File: config.mk
export PLATFORM = sky130hd
export DESIGN_NAME = pe_array_sync_cntl
export DESIGN_NICKNAME = d
export VERILOG_FILES = /design/src/rtl/pe_array_sync_cntl.sv
export SDC_FILE = /design/constraint.sdc
export NUM_CORES = 1
export LEC_CHECK = 0
export ABC_AREA = 1
export ABC_CLOCK_PERIOD_IN_PS = 20000
export CORE_ASPECT_RATIO = 1.4
export CORE_MARGIN = 1
export CORE_UTILIZATION = 25
export DETAILED_ROUTE_END_ITERATION = 8
export GPL_TIMING_DRIVEN = 0
export SLEW_MARGIN = 20
export SYNTH_ARGS = -nofsm -noshare
export SYNTH_HDL_FRONTEND = slang
export SYNTH_SLANG_ARGS = --single-unit
export TNS_END_PERCENT = 1
File: constraint.sdc
create_clock -name clk -period 20 [get_ports clk]
set_clock_uncertainty 0.15 [all_clocks]
set_input_delay 4 -clock clk [delete_from_list [all_inputs] [get_ports clk]]
set_output_delay 4 -clock clk [all_outputs]
set_load 0.05 [all_outputs]
File: src/rtl/pe_array_sync_cntl.sv
// rtl/pe_array_sync_cntl.sv - PE array barrier controller with arming, sticky arrival, drain handshake and timeout
module pe_array_sync_cntl #(
  parameter int NUM_PE          = 64,
  parameter int TIMEOUT_WIDTH   = 16,
  parameter int ROUND_CNT_WIDTH = 16
) (
  input  logic                       clk,
  input  logic                       reset_poweron,
  input  logic                       cfg__sync__start,
  input  logic [NUM_PE-1:0]          cfg__sync__peEnableMask,
  input  logic [TIMEOUT_WIDTH-1:0]   cfg__sync__timeout,
  input  logic                       cfg__sync__clearErr,
  input  logic [NUM_PE-1:0]          pe__sys__thisSynchronized,
  output logic                       sys__pe__allSynchronized,
  output logic                       sync__cfg__busy,
  output logic                       sync__cfg__timeoutErr,
  output logic [NUM_PE-1:0]          sync__cfg__missingMask,
  output logic [ROUND_CNT_WIDTH-1:0] sync__cfg__roundCount
);

  typedef enum logic [1:0] {
    S_IDLE    = 2'd0,
    S_WAIT    = 2'd1,
    S_RELEASE = 2'd2,
    S_ERROR   = 2'd3
  } state_t;

  state_t                     state, state_n;
  logic [NUM_PE-1:0]          mask_r, mask_n;
  logic [NUM_PE-1:0]          arrived_r, arrived_n;
  logic [TIMEOUT_WIDTH-1:0]   timer, timer_n;
  logic                       all_sync_n;
  logic                       busy_n;
  logic                       timeout_err_n;
  logic [NUM_PE-1:0]          missing_n;
  logic [ROUND_CNT_WIDTH-1:0] round_cnt_n;

  logic [NUM_PE-1:0]          pe_masked;
  logic [NUM_PE-1:0]          arrived_now;
  logic                       done;

  // Arrival view for this cycle: sticky history plus any enabled PE high right now
  always_comb begin
    pe_masked   = pe__sys__thisSynchronized & mask_r;
    arrived_now = arrived_r | pe_masked;
    done        = &(arrived_now | ~mask_r);
  end

  // Next-state and next-output logic; every output is the registered copy of these
  always_comb begin
    state_n       = state;
    mask_n        = mask_r;
    arrived_n     = arrived_r;
    timer_n       = timer;
    all_sync_n    = 1'b0;
    timeout_err_n = sync__cfg__timeoutErr;
    missing_n     = sync__cfg__missingMask;
    round_cnt_n   = sync__cfg__roundCount;
    case (state)
      S_IDLE: begin
        if (cfg__sync__start) begin
          state_n   = S_WAIT;
          mask_n    = cfg__sync__peEnableMask;
          arrived_n = '0;
          timer_n   = cfg__sync__timeout;
        end
      end
      S_WAIT: begin
        arrived_n = arrived_now;
        // A zero timer means the timeout is disabled and never reaches 1
        if (timer != '0) begin
          timer_n = timer - TIMEOUT_WIDTH'(1);
        end
        // Completion takes priority over expiry in the same cycle
        if (done) begin
          state_n    = S_RELEASE;
          all_sync_n = 1'b1;
        end else if (timer == TIMEOUT_WIDTH'(1)) begin
          state_n       = S_ERROR;
          timeout_err_n = 1'b1;
          missing_n     = mask_r & ~(arrived_r | pe__sys__thisSynchronized);
        end
      end
      S_RELEASE: begin
        // Hold the broadcast until every enabled PE has dropped its level
        if (pe_masked != '0) begin
          all_sync_n = 1'b1;
        end else begin
          state_n     = S_IDLE;
          round_cnt_n = sync__cfg__roundCount + ROUND_CNT_WIDTH'(1);
        end
      end
      S_ERROR: begin
        if (cfg__sync__clearErr) begin
          state_n       = S_IDLE;
          timeout_err_n = 1'b0;
          missing_n     = '0;
        end
      end
      default: begin
        state_n = S_IDLE;
      end
    endcase
    busy_n = (state_n != S_IDLE);
  end

  // State, round context and registered outputs
  always_ff @(posedge clk or posedge reset_poweron) begin
    if (reset_poweron) begin
      state                    <= S_IDLE;
      mask_r                   <= '0;
      arrived_r                <= '0;
      timer                    <= '0;
      sys__pe__allSynchronized <= 1'b0;
      sync__cfg__busy          <= 1'b0;
      sync__cfg__timeoutErr    <= 1'b0;
      sync__cfg__missingMask   <= '0;
      sync__cfg__roundCount    <= '0;
    end else begin
      state                    <= state_n;
      mask_r                   <= mask_n;
      arrived_r                <= arrived_n;
      timer                    <= timer_n;
      sys__pe__allSynchronized <= all_sync_n;
      sync__cfg__busy          <= busy_n;
      sync__cfg__timeoutErr    <= timeout_err_n;
      sync__cfg__missingMask   <= missing_n;
      sync__cfg__roundCount    <= round_cnt_n;
    end
  end

endmodule

Word-level counts from Yosys, hierarchy flattened --
Cells that the tools add are included.
Storage, ports and cells: register bits 229, bits in latches 0, memory bits (writable) 0, bits in read-only memories 0, input bits 148, word-level logic and storage cells 62, memories 0
Operators by class: add/subtract/negate cells 2, multipliers 0, divide/modulo/power cells 0, magnitude comparators 0, eq/ne operators 9, shift-type cells 0, multiplexer cells 22, bitwise operators 8, reduce and logical (&&, ||, !) cells 12
Operator list (number):
- 2-to-1 mux 64 bit | 4
- case mux 64 bit (2 select lines) | 2
- bitwise OR 64 bit | 3
- AND 64 bit | 2
- inverter 64 bit | 2
- AND reduction 64 bit | 1
- nonzero test 64 bit | 1
- 2-to-1 mux 16 bit | 2
- case mux 16 bit (2 select lines) | 1
- adder 16 x 1 -> 16 bit, second input constant | 1
- == test 16 x 1 -> 1 bit, second input constant | 1
- nonzero test 16 bit | 1
- subtractor 16 x 1 -> 16 bit, second input constant | 1
- 2-to-1 mux 2 bit | 5
- inequality test 2 bit, second input constant | 5
- case mux 2 bit (4 select lines) | 1
- AND reduction 2 bit | 3
- nonzero test 2 bit | 3
- 2-to-1 mux 1 bit | 5
- == test 2 bit, second input constant | 2
- case mux 1 bit (2 select lines) | 2
- AND reduction 4 bit | 1
- AND reduction 3 bit | 1
- == test 2 x 1 -> 1 bit, second input constant | 1
- 2 further kinds | 2

Depth between registers and ports, before layout --
depth after elaboration 7, gate-level depth with buffers 14

Least setup slack after synthesis --
OpenSTA, ideal clock, no wires.
path kind input port to flip-flop, start point in pe__sys__thisSynchronized[62], end point reg sync__cfg__missingMask[0], arrival time 5.144 ns, required time 19.775 ns, slack 14.631 ns, stages on the path 14, path buffers 2, cells stage by stage nand2_1 nand3_1 nand2_1 nor2_1 nand2_1 nor2_1 nand2_1 nor2_2 nand2_2 nand2_2 buf_12 buf_12 nand2_2 o21ai_2
On the way: cells in the longest elaborated chain, start to end 6
RTL lines:
- from (decl) | line 13 | input logic [NUM_PE-1:0] pe__sys__thisSynchronized,
- AND 64 bit | line 44 | pe_masked = pe__sys__thisSynchronized & mask_r;
- bitwise OR 64 bit | line 45 | arrived_now = arrived_r | pe_masked;
- bitwise OR 64 bit | line 46 | done = &(arrived_now | ~mask_r);
- AND reduction 64 bit | line 46
- inequality test 2 bit (no source line)
- AND reduction 4 bit (no source line)
- to (signal assigned) | line 127 | sync__cfg__missingMask <= missing_n;
- to (decl) | line 17 | output logic [NUM_PE-1:0] sync__cfg__missingMask,
No other way between the ends. A chain may end at the register's enable or synchronous reset.

Final worst setup path --
start point in pe__sys__thisSynchronized[3], end point reg sync__cfg__missingMask[24]
Same word-level chain as after synthesis.

==> run metrics <==
Post-Place Setup Slack=13.38 ns; CTS tree=built; pin count of the biggest net entering global routing=94; LEAKAGE=6.60 nW; Pre-antenna DRT Iters=5; Pint=1.35 mW; H-tree depth=1; number of post-CTS setup repair buffers=0; clock sink count=229; final setup fails=0; via/cell ratio=4.45; placer congestion estimate=0.797; class of the worst hold path=reg2reg; met2 wire len=17100 um; vias in the first global route=9032; Die Area=44000 um^2; Hold Buf Count CTS=0; power share of the combinational group=44.0%; number of hold violations in the final report=0; Post-Route M1 WL=12800 um; Cell Pwr Density=157 nW/um^2; Seq pwr share=34.4%; Max VDD drop=76.7 uV; sum of negative setup slack=0 ns; initial antenna violation count=3; commonest cells in the netlist=dfrtp_1, nand2_1, nand3_1; RSZ-0062 raised after global routing=false; switching pwr=0.954 mW; relative slew slack=47.3%; synth unique cells=33; num ports=231; share of layout cells above drive strength 1=17.2%; FFs w/ async S/R, synth=100%; status=finished, final reports clean; CP arrival=6.27 ns; fillcell total=4310; Die X=178 um; largest cells by area after synthesis=dfrtp_1, nand2_1, mux2_2, nand3_1, o21ai_2; std cell rows=89; Root Buffer=clkbuf_16; fin crit share=30.0%; GRT Residual Overflow=0; clock buffer depth=3; Die Height=248 um; IO Port Bufs=230; Syn Inst Count=1150; minimum clock period after layout=6.01 ns; Critical-path top delay cell=clkdlybuf4s50_1; later-pin clock latency in the skew report=0.53 ns; CP Launch Type=input port; GRT Overall Usage=14.8%; Slew Limit Fails=0; met3 WL=1350 um; routed wire length=32300 um; Initial Util=25.5%; first-pass GRT wire length=49800 um; Critical Path Most Common Cell=nand2_1; P&R area growth vs syn=36.6%; Worst-Margin Slew=0.790 ns; synthesis-stage register bit count=229; Required @ worst endpoint=20.27 ns; Crit Path Category=in2reg; fin nets=1567; CP max stage delay=0.51 ns; Detail Route Antenna Nets=0; clock group share of total power=21.6%; DR WL/cell=16.3 um; switch share=41.4%; # DRC=0; type of destination of the critical path=flop; Synth Cell Area=10800 um^2; core area=42300 um^2; via count=8811; maxcap violations=0; CTS clk-pin slew, worst paths=0.06 ns; Detailed Route Iter0 Violations=385; post_cts resized=0; HPWL Detailed=24500 um; Synth Area per Inst=9.38 um^2; area leader, netlist=dfrtp_1; top_reg_cell synth=dfrtp_1; sequential area share after synthesis=53.1%; DR top layer=met4; CTS Buf Count=27; EDFF count, synth=0; CP Cell Sequence=clkdlybuf4s50_1 > nand2_1 > nand3_1 > nand2_1 > nor2_1 > nand2_1 > nor2_1 > nand2_1 > nor2_2 > nand2_2 > nand3_2 > buf_6 > buf_6 > o21ai_2; Yosys warnings=0; share of the synthesized area in the top cell type=53.1%; Hold WS=0.335 ns; final worst slack=13.99 ns; Max Clk Rate=166 MHz; Mapped Nets=1306; Worst Path Max Fanout=10
## registers in the layout (all words and copies together), names as in the netlist
signal	cells
arrived_r	64
mask_r	64
sync__cfg__missingMask	64
sync__cfg__roundCount	16
timer	16
state	2
sync__cfg__busy	1
sync__cfg__timeoutErr	1
sys__pe__allSynchronized	1
## worst paths after layout
check                      cells past startpoint                                     end                              startpoint  slack (ns)
max reg2reg                                    6               arrived_r[23]$_DFFE_PP0P_                      state[1]$_DFF_PP0_       17.39
max in group asynchronous                      3                    timer[3]$_DFFE_PP0P_                           reset_poweron       15.09
min reg2reg                                    2  sync__cfg__missingMask[58]$_DFFE_PP0P_  sync__cfg__missingMask[58]$_DFFE_PP0P_        0.33
max                                           14  sync__cfg__missingMask[24]$_DFFE_PP0P_            pe__sys__thisSynchronized[3]       13.99
min                                            2  sync__cfg__missingMask[58]$_DFFE_PP0P_  sync__cfg__missingMask[58]$_DFFE_PP0P_        0.33
min in group asynchronous                      2                arrived_r[0]$_DFFE_PP0P_                           reset_poweron        3.74
## worst max-delay path, delay by kind of cell
family / cells / cell delay, ns
AOI/OAI and AO/OA: 1 / 0.06
buffers and inverters: 3 / 0.93
and+or+nand+nor: 10 / 1.27
## area by class of cell
| class | count | area [um^2] | area share [%] |
|---|---|---|---|
| diodes | 2 | 5.00 | 0.0340 |
| plain buffers | 41 | 317 | 2.15 |
| clock buffers | 39 | 771 | 5.23 |
| clock inverters | 9 | 120 | 0.815 |
| inverters | 85 | 327 | 2.22 |
| multi-input cells | 795 | 4420 | 30.0 |
| flip-flops and latches | 229 | 5730 | 38.9 |
| well taps | 546 | 683 | 4.64 |
| repair buffers | 232 | 2360 | 16.0 |
## layout by cell type, fill, tap and decap left out, drive strengths merged, types with 3 or more instances in the layout
| master | Yosys | routed |
|---|---|---|
| nand2 | 282 | 282 |
| clkdlybuf4s50 | 0 | 230 |
| dfrtp | 229 | 229 |
| nand3 | 117 | 117 |
| nor2 | 105 | 105 |
| o21ai | 104 | 104 |
| inv | 85 | 85 |
| mux2 | 64 | 64 |
| a21oi | 56 | 56 |
| clkbuf | 14 | 53 |
| buf | 27 | 29 |
| xor2 | 20 | 20 |
| a31oi | 14 | 14 |
| nor3 | 9 | 9 |
| ha | 8 | 8 |
| clkinv | 0 | 6 |
| nand4 | 3 | 3 |
| bufinv | 0 | 3 |
## kinds of logic (layout without fill, tap and decap cells)
group / count (synthesis) / count (layout) / synth area share (%)
flops: 229 / 229 / 53.1
mux: 64 / 64 / 6.68
xor+xnor: 22 / 22 / 1.79
fa+ha+maj: 8 / 8 / 0.928
compound gates: 183 / 183 / 10.6
buf+inv: 126 / 406 / 5.89
simple gates: 518 / 518 / 21.0
other cells: 0 / 2 / 0
## metrics by stage
step           power (mW)  utilization (%)  instances  instance area, um^2
2_1_floorplan        1.50                -       1150                10800
5_1_grt              2.47             34.8       1978                14700
3_3_place_gp         1.81             32.5       1926                13800
4_1_cts              2.35             34.8       1976                14700
6_report             2.31             34.8       1978                14700
3_5_place_dp         1.83             32.7       1928                13800
## power by group through the flow
stage,logic (mW),clock network (mW),registers (mW)
after floorplan,0.587,0,0.911
after global placement,1.01,0,0.793
after detailed placement,1.03,0,0.799
after CTS,1.03,0.518,0.792
after global routing,1.12,0.533,0.817
final,1.01,0.499,0.792
## layer usage
layer | up-vias | track usage, %
li1 | 4332 | -
met1 | 4241 | 17.0
met2 | 189 | 27.4
met3 | 49 | 2.11
met4 | 0 | 5.53
met5 | - | 0
Note: power is estimated with default switching activity, not from simulation.
==> RTL change (same settings) <==
`ROUND_CNT_WIDTH`: 16 -> 20.
--- a/src/rtl/pe_array_sync_cntl.sv
+++ b/src/rtl/pe_array_sync_cntl.sv
@@ -2,7 +2,7 @@
 module pe_array_sync_cntl #(
   parameter int NUM_PE          = 64,
   parameter int TIMEOUT_WIDTH   = 16,
-  parameter int ROUND_CNT_WIDTH = 16
+  parameter int ROUND_CNT_WIDTH = 20
 ) (
   input  logic                       clk,
   input  logic                       reset_poweron,
Ports: changed (resized sync__cfg__roundCount); port bits go from 231 to 235. The function was not compared with the original's and may differ.
==> RTL change against the original RTL <==
- sequential power decreased by 6.6%
- worst setup slack worse by 0.11 ns
- critical path depth down 1
- area after synthesis grew 3.1%
- synthesized cell count increased by 5.0%
- total power fell by 17%
- final cell count rose by 4.1%
- wire length rose by 4.5%
- design area increased by 3.3%
- sequential cell count up 4
- non-clock buffer count grew 8
==> RTL change: results (changes against the original RTL) <==
[worst_hold_path]
min_to = sync__cfg__missingMask[41]
hp-start = sync__cfg__missingMask[41]

[placed_design]
dp_slack_ns = 13.31  ; -0.0725 ns
io_buffers = 234  ; +1.7%
dp_hpwl_um = 25600  ; +4.5%
dp_cells = 2001  ; +3.8%
gp_congestion = 0.852  ; +7.0%

[grt]
antenna_found_initial = 8  ; +5
grt_usage_pct = 14.8  ; +0.044 points
grt_max_degree = 101  ; +7.4%
grt_pass1_vias = 9391  ; +4.0%
grtUsageMet1_pct = 16.8  ; -0.12 points
met2_usage_pct = 26.8  ; -0.52 points

[critical_path]
worst_ep_arrival_time_ns = 6.38  ; +0.11 ns
r2r_end = arrived_r[26]
crit_path_start = pe__sys__thisSynchronized[31]
cp-endpoint = sync__cfg__missingMask[0]

[power]
power.leakage_nw = 6.78  ; +2.7%
p_comb_mw = 0.648  ; -36%
powerClk_mw = 0.526  ; +5.4%
power.switching_mw = 0.700  ; -27%

[drt]
drt-met1-wl_um = 13600  ; +6.0%
met3_length_um = 1490  ; +11%
drt_iter0_drc = 344  ; -11%
drt_wl_total_um = 33700  ; +4.5%
vias = 9236  ; +4.8%
viasPerCell = 4.48  ; +0.65%

[yosys]
yosysUniqueCellTypes = 35  ; +6.1%
yosys.area_share.adder_pct = 0.900  ; -0.028 points
muxShareOfSynthArea_pct = 6.48  ; -0.20 points
syn_nets = 1363  ; +4.4%
syn_inst = 1207  ; +5.0%
synth_xor_area_share_pct = 1.81  ; +0.025 points
synth-compound-area-share_pct = 10.2  ; -0.42 points
yosys-top-cells-count = nand2_1, dfrtp_1, nand3_1
yosysSeqAreaShare_pct = 52.4  ; -0.71 points

[final_layout]
drive_gt1_share_pct = 16.1  ; -1.1 points
fill_cells = 4500  ; +4.4%

[timing]
worst_pin_slew_ns = 0.807  ; +0.0165 ns
whs_ns = 0.330  ; -0.00455 ns
finalCritPeriodShare_pct = 30.6  ; +0.56 points

[outcome]
status = finished, final reports clean

[clock_network]
cts_made_buffers = 28  ; +3.7%

## RTL change: changes by cell type after synthesis, moves of 9 or more
cell     before  now
inv_1        84   96
nand2_1     229  258
nand2_2      53   31
nand2_4       0   10
o21ai_0      43   31
xnor2_1       2   11
## RTL change: worst max-delay path, cell delays in order
cell	delay, ns
clkdlybuf4s50_1	0.50
nand2_1	0.08
nand3_1	0.15
nand2_1	0.07
nor2_1	0.14
nand2_1	0.11
nor2_1	0.28
nand2_1	0.19
nor2_2	0.12
nand2_2	0.08
nand3_2	0.08
clkbuf_1	0.46
o21ai_1	0.12
## RTL change: area by class of cell
cell class                 instances  area (um2)  area share (%)
inverter                          97         372            2.44
timing repair buffer             236        2400            15.8
tap                              558         698            4.59
buffer                            45         288            1.89
sequential                       233        5830            38.3
clock buffer                      45         876            5.76
clock inverter                     7        93.8           0.617
antenna                            7        17.5           0.115
multi-input combinational        832        4640            30.5
